==> src/rtl/aexm_ifetch.sv <==
// Instruction-fetch stage: issues sequential word requests to the I-cache, buffers returned
// words in a 2-entry prefetch queue and handles taken branches with or without a delay slot.
module aexm_ifetch #(
  parameter logic [31:0] PC_RESET = 32'h0000_0000,
  parameter logic [31:0] NOP_WORD = 32'h8800_0000
) (
  input  logic        gclk,
  input  logic        grst,
  input  logic        d_en,
  input  logic        rBRA,
  input  logic        rDLY,
  input  logic [31:0] rBPC,
  output logic        ic_req,
  output logic [29:0] ic_adr,
  input  logic        ic_ack,
  input  logic [31:0] ic_dat,
  output logic [31:0] aexm_icache_datai,
  output logic [31:0] rIPC,
  output logic        f_stall
);

  logic [31:0] fetchPc, fetchPcNext;
  logic [1:0]  qCnt, qCntNext;
  logic [31:0] q0Word, q0WordNext, q0Pc, q0PcNext;
  logic [31:0] q1Word, q1WordNext, q1Pc, q1PcNext;
  logic        squash, squashNext;
  logic [29:0] tgtPc, tgtPcNext;

  logic pop, push, branch;

  assign pop    = d_en && (qCnt != 2'd0);
  assign branch = d_en && rBRA;
  // While waiting for an unfetched delay slot, exactly one word may enter the queue.
  assign ic_req = grst && (squash ? (qCnt == 2'd0) : ((qCnt != 2'd2) || pop));
  assign push   = ic_req && ic_ack && !branch;
  assign ic_adr = fetchPc[31:2];

  assign aexm_icache_datai = (qCnt != 2'd0) ? q0Word : NOP_WORD;
  assign rIPC              = (qCnt != 2'd0) ? q0Pc : fetchPc;
  assign f_stall           = (qCnt == 2'd0);

  always_comb begin
    fetchPcNext = fetchPc;
    qCntNext    = qCnt;
    q0WordNext  = q0Word;
    q0PcNext    = q0Pc;
    q1WordNext  = q1Word;
    q1PcNext    = q1Pc;
    squashNext  = squash;
    tgtPcNext   = tgtPc;

    if (push) fetchPcNext = fetchPc + 32'd4;

    unique case ({push, pop})
      2'b10: begin
        if (qCnt == 2'd0) begin
          q0WordNext = ic_dat;
          q0PcNext   = fetchPc;
        end else begin
          q1WordNext = ic_dat;
          q1PcNext   = fetchPc;
        end
        qCntNext = qCnt + 2'd1;
      end
      2'b01: begin
        q0WordNext = q1Word;
        q0PcNext   = q1Pc;
        qCntNext   = qCnt - 2'd1;
      end
      2'b11: begin
        if (qCnt == 2'd1) begin
          q0WordNext = ic_dat;
          q0PcNext   = fetchPc;
        end else begin
          q0WordNext = q1Word;
          q0PcNext   = q1Pc;
          q1WordNext = ic_dat;
          q1PcNext   = fetchPc;
        end
      end
      default: ;
    endcase

    // Delay slot has just been consumed: resume at the saved target.
    if (squash && pop) begin
      fetchPcNext = {tgtPc, 2'b00};
      squashNext  = 1'b0;
    end

    if (branch) begin
      qCntNext = 2'd0;
      if (rDLY && (qCnt == 2'd0)) begin
        squashNext  = 1'b1;
        tgtPcNext   = rBPC[31:2];
        fetchPcNext = fetchPc;
      end else begin
        fetchPcNext = {rBPC[31:2], 2'b00};
      end
    end
  end

  always_ff @(posedge gclk or negedge grst) begin
    if (!grst) begin
      fetchPc <= PC_RESET;
      qCnt    <= 2'd0;
      q0Word  <= NOP_WORD;
      q0Pc    <= 32'd0;
      q1Word  <= NOP_WORD;
      q1Pc    <= 32'd0;
      squash  <= 1'b0;
      tgtPc   <= 30'd0;
    end else begin
      fetchPc <= fetchPcNext;
      qCnt    <= qCntNext;
      q0Word  <= q0WordNext;
      q0Pc    <= q0PcNext;
      q1Word  <= q1WordNext;
      q1Pc    <= q1PcNext;
      squash  <= squashNext;
      tgtPc   <= tgtPcNext;
    end
  end

  assert property (@(posedge gclk) disable iff (!grst)
    !(ic_req && ic_ack && (qCnt == 2'd2) && !pop));

  assert property (@(posedge gclk) disable iff (!grst)
    !(squash && d_en && rBRA));

endmodule
==> config.mk <==
export PLATFORM = sky130hd
export DESIGN_NAME = aexm_ifetch
export DESIGN_NICKNAME = d
export VERILOG_FILES = /design/src/rtl/aexm_ifetch.sv
export SDC_FILE = /design/constraint.sdc
export NUM_CORES = 1
export LEC_CHECK = 0
export ABC_CLOCK_PERIOD_IN_PS = 5200
export BUFFER_PORTS_ARGS = -buffer_cell sky130_fd_sc_hd__buf_2
export CAP_MARGIN = 15
export CELL_PAD_IN_SITES_DETAIL_PLACEMENT = 0
export CELL_PAD_IN_SITES_GLOBAL_PLACEMENT = 1
export CORE_MARGIN = 1.5
export CORE_UTILIZATION = 42
export CTS_CLUSTER_SIZE = 40
export DETAILED_ROUTE_END_ITERATION = 12
export PLACE_DENSITY_LB_ADDON = 0.1
export SYNTH_ARGS = -nofsm -noshare
export SYNTH_HDL_FRONTEND = slang
export SYNTH_SLANG_ARGS = --single-unit
==> constraint.sdc <==
create_clock -name gclk -period 5.2 [get_ports gclk]
set_input_delay 0 -clock gclk [delete_from_list [all_inputs] [get_ports gclk]]
set_output_delay 0 -clock gclk [all_outputs]
set_load 0.1 [all_outputs]
* Word level (Yosys, flattened, before mapping) *
Cells that the tools add are included.

word-level totals
  output and inout port bits = 96
  memory bits (read-only) = 0
  input port bits = 70
  memories kept = 0
  memory bits (writable) = 0
  logic and storage cells = 63
  bits in latches = 0
  register bits = 193

cells by class
  equality and inequality tests = 9
  $mul = 0
  add/subtract/negate cells = 3
  bitwise logic cells = 0
  shifts and indexed selects = 0
  mux-type cells = 24
  reductions and logical operators = 19
  div/mod/pow operators = 0
  magnitude comparators = 0

operators with widths
  cell                                                                 count
  32-bit two-way mux                                                   14
  32-bit one-hot mux with 3 select lines                               2
  32-bit one-hot mux with 2 select lines                               2
  32-bit by 3-bit adder with 32-bit output (second input constant)     1
  2-bit inequality test (second input constant)                        5
  3-bit nonzero test                                                   3
  1-bit logical AND                                                    7
  2-bit AND reduction                                                  3
  2-bit by 1-bit == test with 1-bit output (second input constant)     2
  2-bit == test (second input constant)                                2
  1-bit two-way mux                                                    4
  2-bit one-hot mux with 2 select lines                                1
  2-bit nonzero test                                                   2
  3-bit AND reduction                                                  1
  2-bit by 1-bit adder with 2-bit output (second input constant)       1
  2-bit zero test                                                      1
  2-bit two-way mux                                                    1
  2-bit by 1-bit subtractor with 2-bit output (second input constant)  1
  1-bit zero test                                                      1
  1-bit logical OR                                                     1

* Logic depth before layout (Yosys ltp) *
Gate-level depths: netlist of the first run.

  depth in word-level cells = 10
  depth in mapped cells = 12

* Worst setup path after synthesis of the first run *
No wires, ideal clock.

  path kind = flip-flop to output port
  start point = register qCnt[0]
  end point = output rIPC[15]
  cell stages (with the launch flop) = 8
  path buffers = 4
  arrival time = 4,043 ps
  setup slack = 1,157 ps
  cell sequence = dfrtp_1 > inv_1 > ha_1 > buf_4 > clkbuf_1 > clkbuf_1 > clkbuf_1 > o21ai_0

between the ends
  longest elaborated chain between the ends = 2

ends and longest elaborated chain
  what                    line  source
  from (decl)             23    logic [1:0] qCnt, qCntNext;
  from (signal assigned)  114   qCnt <= qCntNext;
  2-bit nonzero test      39    assign rIPC = (qCnt != 2'd0) ? q0Pc : fetchPc;
  32-bit two-way mux      39
  to (decl)               18    output logic [31:0] rIPC,

Every way passes these cells.

* Worst setup path after layout of the first run *
  start point = register qCnt[0]
  end point = register fetchPc[22]

between the ends
  longest elaborated chain between the ends = 9
  elaborated cells on any way between the ends = 16

ends and longest elaborated chain
  what                            line  source
  2-bit nonzero test              31    assign pop = d_en && (qCnt != 2'd0);
  1-bit logical AND               31
  1-bit logical OR                34    assign ic_req = grst && (squash ? (qCnt == 2'd0) : ((qCnt != 2'd2) || pop));
  1-bit two-way mux               34
  1-bit logical AND               34
  1-bit logical AND (2 in a row)  35    assign push = ic_req && ic_ack && !branch;
  3-bit nonzero test (no line)    --
  2-bit AND reduction (no line)   --
  to (signal assigned)            113   fetchPc <= fetchPcNext;
  to (decl)                       22    logic [31:0] fetchPc, fetchPcNext;

Parallel ways exist; a longest one is shown, timed or not.
A chain may end at the register's enable or synchronous reset.

==> results of run 1 <==
## registers in the layout, summed over array words and instances (netlist names)
name,cells
q0Word,32
q1Word,32
q0Pc,31
fetchPc,30
q1Pc,30
tgtPc,30
qCnt,2
squash,1
## timing repair
action | 4_1_cts | 5_1_grt
hold buffers | 63 | 0
resized for setup | 0 | 0
endpoints found under the hold margin | 188 | 0
buffers inserted | 0 | 0
## through the flow
step	instances	cell area, um^2	worst slack (ps)
floorplan	924	10180	1157
global placement	1334	11090	1574
detailed placement	1334	11090	1553
CTS	1429	12320	1553
global route	1430	12320	1307
finish	1430	12320	1575
## cells by family (layout without fill, tap and decap cells)
logic type / after synthesis / after routing / share of synthesized area
other cells: 0 / 1 / 0
mux: 124 / 124 / 0.1556
xor+xnor: 5 / 5 / 0.004302
simple gates: 262 / 262 / 0.1498
compound gates: 231 / 231 / 0.1699
fa+ha+maj: 4 / 4 / 0.004915
flops: 188 / 188 / 0.4625
buf+inv: 110 / 296 / 0.05296
## path summary, 6_finish.rpt
kind                            startpoint  slack (ps)          end  cells past startpoint
worst min register to register    q1Pc[10]         480     q1Pc[10]                      2
min in group asynchronous             grst         170     q0Pc[12]                      2
worst max-delay path               qCnt[0]        1570  fetchPc[22]                      7
worst max register to register     qCnt[0]        1570  fetchPc[22]                      7
max in group asynchronous             grst        3800     q0Pc[15]                      3
worst min-delay path                  rDLY       -0.05       squash                      3
## cell usage after synthesis, types with 3 or more instances
cell type	n
dfrtp_1	184
o21ai_0	58
mux2_4	56
nand2_1	55
mux2_2	50
clkbuf_1	43
or2_2	39
o221a_2	37
a21oi_1	36
nor2b_1	34
nor2_1	30
buf_2	26
a31oi_1	20
and3_1	20
inv_1	20
o211ai_1	19
mux2i_1	18
and4_1	16
nand3_1	14
a221o_1	11
or3_1	10
buf_6	9
nor3_1	8
buf_4	7
o22a_1	7
and2_1	6
nor4_1	6
a211oi_1	5
buf_1	5
a41oi_1	4
dfstp_2	4
ha_1	4
nand4_1	4
o21ai_1	4
a22o_1	3
nand4_2	3
xnor2_1	3
## layout make-up
cell class | count | share of cell area
Timing Repair Buffer | 244 | 0.1290
Inverter | 20 | 0.006091
Clock inverter | 15 | 0.01411
Tap cell | 319 | 0.03239
Multi-Input combinational cell | 626 | 0.4015
Sequential cell | 188 | 0.3821
Antenna cell | 1 | 0.0002030
Clock buffer | 17 | 0.03452
## metal layers
metal | global-route usage | part of all wire
met3 | 0.02665 | 0.033
met4 | 0.04892 | 0.0074
met1 | 0.3280 | 0.49
met5 | 0 | 0
met2 | 0.3648 | 0.47
## worst min-delay path, stage by stage
cell     delay (ps)
buf_2           120
nand3_2         200
nand2_1          70
==> metrics.md, run 1 <==
| Metric | Value |
|---|---|
| Reg clk slew, reported paths | `70 ps` |
| Via count | `7,968` |
| Most common cell after layout, fill and taps aside | `dfrtp_1` |
| Register area | `4710 um^2` |
| First-pass DRT Iterations | `5` |
| Critical path's slowest cell | `a32oi_4` |
| Worst path top cell family by delay | `compound AO/OA/AOI/OAI gates` |
| Port bufs | `163` |
| CP bufs+invs | `2` |
| EDFF count, synth | `0` |
| Commonest non-fill, non-tap cells in the layout | `184 x dfrtp_1, 162 x buf_2, 63 x dlygate4sd3_1` |
| DPL Wire Length | `17,640 um` |
| Die X-Extent | `158.7 um` |
| Count of pins over their slew limit | `0` |
| Setup violations, final | `0` |
| Status | `finished, violations left` |
| CTS Buf Count | `17` |
| Syn Nets | `998` |
| First-pass GRT wire length | `45,700 um` |
| DRC | `0` |
| Hold slack | `-0.04569 ps` |
| DR vias/cell | `5.572` |
| 1st-iter DRT viols | `416` |
| Distinct cells, synth | `72` |
| Worst path cell trace | `inv_1 > ha_4 > buf_4 > nand3_2 > a32oi_4 > nor4_1 > a2111o_1` |
| Layout area overhead | `21.04%` |
| Layout cells sized above 1 | `0.3766` |
| Die area | `25,190 um^2` |
| Worst path arrival time | `3940 ps` |
| Core footprint | `23,610 um^2` |
| Initial antenna violation count | `1` |
| #FFs+latches synth | `188` |
| Slew Limit Headroom | `0.2938` |
| Final core occ | `0.5219` |
| RSZ-0062 raised after global routing | `no` |
| Grt total ovfl | `0` |
| CTS tree | `done` |
| # IOs | `166` |
| Setup tns final | `0 ps` |
| Antenna viol nets, final | `0` |
| CP Launch Type | `flip-flop` |
| H-tree lvl count | `4` |
| Synth area leader | `dfrtp_1` |
| Die height | `158.7 um` |
| Synth top area share | `0.4522` |
| Total Routing Usage GR | `0.2269` |
| Fmax | `275.8 MHz` |
| Vias in the first global route | `7,966` |
| Syn Area/Cell | `11.02 um^2` |
| YS warnings | `0` |
| Placer congestion estimate | `0.7953` |
| Clock Tree Buf Depth | `2` |
| Std cell rows | `56` |
| Max-Cap Viols | `0` |
| Max incr delay on CP | `930 ps` |
| Largest net degree at the start of global routing | `80` |
| Drt wl/cell | `19.71 um` |
| Layout Nets | `1,171` |
| Fin. Hold Viols | `1` |
| Area of the multi-input gates | `4949 um^2` |
| WS Path Type | `flip-flop to flip-flop` |
| Top post-synthesis cells by area | `dfrtp_1 45%, mux2_4 8.3%, mux2_2 5.5%, o221a_2 4.1%, o21ai_0 2.9%` |
| Fin crit share | `0.6972` |
| Synth Instances | `924` |
| Failing checks | `hold timing` |
| Final Skew | `14.19 ps` |
| Register area share after synthesis | `0.4625` |
| Skew-Pair Late Insertion Delay | `440 ps` |
| Async SR Flop Fraction | `1.000` |
| CP Data Required Time | `5520 ps` |
| Fin crit period | `3625 ps` |
| Netlist Area Pre-Place | `10,180 um^2` |
| Root buf cell | `clkbuf_16` |
| WL final | `28,190 um` |
| Initial Util | `0.4312` |
| Slew @ Worst Pin | `1059 ps` |
| CP endpoint kind | `flip-flop` |
| Worst Path Max Fanout | `79` |
| # fillers | `2,158` |
| Clock sink total | `188` |
| Dominant synthesized flop cell | `dfrtp_1` |
| Min-delay worst type | `input port to flip-flop` |
Power of run 1 is not shown: default switching activity piles up to over one toggle a cycle in this logic, so the estimate is an artifact.
==> run 2: changes to the inputs <==
- ABC_CLOCK_PERIOD_IN_PS: 5200 -> 3500
- clock period: 5.2 -> 3.5 ns (I/O delays scaled with it)
==> metrics.md, run 2 (synthesis results as in run 1) <==
| Metric | Value |
|---|---|
| Post-CTS setup buffers | `0` |
| DR vias/cell | `5.492` |
| Placer congestion estimate | `0.7912` |
| Max-Cap Viols | `0` |
| Total Routing Usage GR | `0.2304` |
| Count of pins over their slew limit | `0` |
| Core footprint | `23,610 um^2` |
| Fin crit share | `0.9188` |
| Largest net degree at the start of global routing | `72` |
| Via count | `7,875` |
| Worst path cell trace | `inv_1 > ha_4 > buf_4 > nand3_2 > a32oi_4 > buf_4 > a21oi_1 > o22a_1` |
| First-pass GRT wire length | `45,910 um` |
| WHS Endpoint | `q0Pc[23]` |
| Worst hold start | `d_en` |
| Setup violations, final | `0` |
| Most common cell after layout, fill and taps aside | `dfrtp_1` |
| Worst Path Max Fanout | `54` |
| CTS tree | `done` |
| # fillers | `2,143` |
| Antenna viol nets, final | `0` |
| Die X-Extent | `158.7 um` |
| Drt wl/cell | `20.03 um` |
| Port bufs | `163` |
| DPL Wire Length | `17,950 um` |
| Diode count | `0` |
| Die area | `25,190 um^2` |
| Setup tns final | `0 ps` |
| CP Data Required Time | `3820 ps` |
| CTS resizes | `0` |
| H-tree lvl count | `4` |
| Worst reg2reg setup slack | `280 ps` |
| RSZ-0062 raised after global routing | `no` |
| Grt total ovfl | `0` |
| Slew Limit Headroom | `0.3893` |
| Root buf cell | `clkbuf_16` |
| Status | `complete, no violations` |
| Commonest non-fill, non-tap cells in the layout | `184 x dfrtp_1, 162 x buf_2, 63 x dlygate4sd3_1` |
| Initial antenna violation count | `0` |
| WS Path Type | `flip-flop to flip-flop` |
| Fin crit period | `3216 ps` |
| Reg clk slew, reported paths | `70 ps` |
| WHS Path Cells | `3` |
| Most common cell on crit path | `buf_4` |
| Final core occ | `0.5264` |
| Largest registers | `q0Word: 32 flops, q1Word: 32 flops, q0Pc: 31 flops` |
| 1st-iter DRT viols | `558` |
| Worst path arrival time | `3530 ps` |
| First-pass DRT Iterations | `5` |
| Vias in the first global route | `7,831` |
| Min-delay worst type | `input port to flip-flop` |
| Layout cells sized above 1 | `0.3803` |
| Initial Util | `0.4312` |
| CP Launch Type | `flip-flop` |
| WL final | `28,720 um` |
| Std cell rows | `56` |
| FF-to-FF Start | `qCnt[0]` |
| CTS Buf Count | `17` |
| Clock sink total | `188` |
| DRC | `0` |
| Layout Nets | `1,176` |
| Critical path's slowest cell | `a32oi_4` |
| Design Area, Final | `12,430 um^2` |
| Die height | `158.7 um` |
| Fmax | `311.0 MHz` |
| Post-DP Area | `11,160 um^2` |
| Fin. Hold Viols | `0` |
| Layout area overhead | `22.07%` |
| Slew @ Worst Pin | `916.0 ps` |
| CP endpoint kind | `flip-flop` |
| Skew-Pair Late Insertion Delay | `440 ps` |
| R2R cell count | `8` |
| Max incr delay on CP | `680 ps` |
| Clock Tree Buf Depth | `2` |
| Final Skew | `15.16 ps` |
| # IOs | `166` |
| R2r endpoint | `fetchPc[29]` |
## run 2: cell types whose count changed in the layout (fill, tap and decap cells not counted), moves of 2 or more
cell	delta
o21ai_0	-10
o21ai_1	+10
buf_4	+3
clkinv_8	-3
buf_12	+2
bufinv_16	+2
inv_12	+2
## run 2: layout make-up
cell class / instances / area, um^2 / area share
Clock buffer: 17 / 425.4 / 0.03423
Sequential cell: 188 / 4710 / 0.3789
Timing Repair Buffer: 249 / 1653 / 0.1330
Inverter: 20 / 75.07 / 0.006040
Multi-Input combinational cell: 626 / 4951 / 0.3983
Tap cell: 319 / 399.1 / 0.03211
Clock inverter: 15 / 216.5 / 0.01741
## run 2: timing repair
| item | in CTS | in global routing |
|---|---|---|
| hold buffers | 63 | 0 |
| setup endpoints to repair | 0 | 0 |
| endpoints found under the hold margin | 231 | 0 |
## run 2: through the flow
stage | setup WS, ps | instances | hold slack (ps)
3_5_place_dp | 257.6 | 1339 | 247.2
6_report | 284.1 | 1434 | 139.9
5_1_grt | 36.61 | 1434 | 147.0
4_1_cts | 244.5 | 1434 | 121.2
3_3_place_gp | 285.2 | 1339 | 243.7
2_1_floorplan | -543.5 | 924 | -295.6
## run 2: worst max-delay path, delay by kind of cell, from the launching register on
family | cells | cell delay, ps
adder cells (fa/ha/maj) | 1 | 190
flip-flops | 1 | 420
buffers and inverters | 3 | 1020
AO/OA/AOI/OAI | 3 | 920
AND/OR/NAND/NOR | 1 | 540
## run 2: layer usage
| layer | wire (um) | global-route usage |
|---|---|---|
| met5 | 0 | 0 |
| met4 | 359 | 0.05541 |
| met3 | 1047 | 0.04023 |
| met2 | 13370 | 0.3583 |
| met1 | 13940 | 0.3323 |
## run 2: worst max path at each step
stage,from,to,depth (start not counted)
3_5_place_dp,qCnt[0],fetchPc[12],8
2_1_floorplan,qCnt[0],rIPC[15],7
4_1_cts,qCnt[0],fetchPc[29],8
6_report,qCnt[0],fetchPc[29],8
5_1_grt,qCnt[0],fetchPc[12],8
3_3_place_gp,qCnt[0],fetchPc[12],8
Power of run 2 is left out for the same reason.
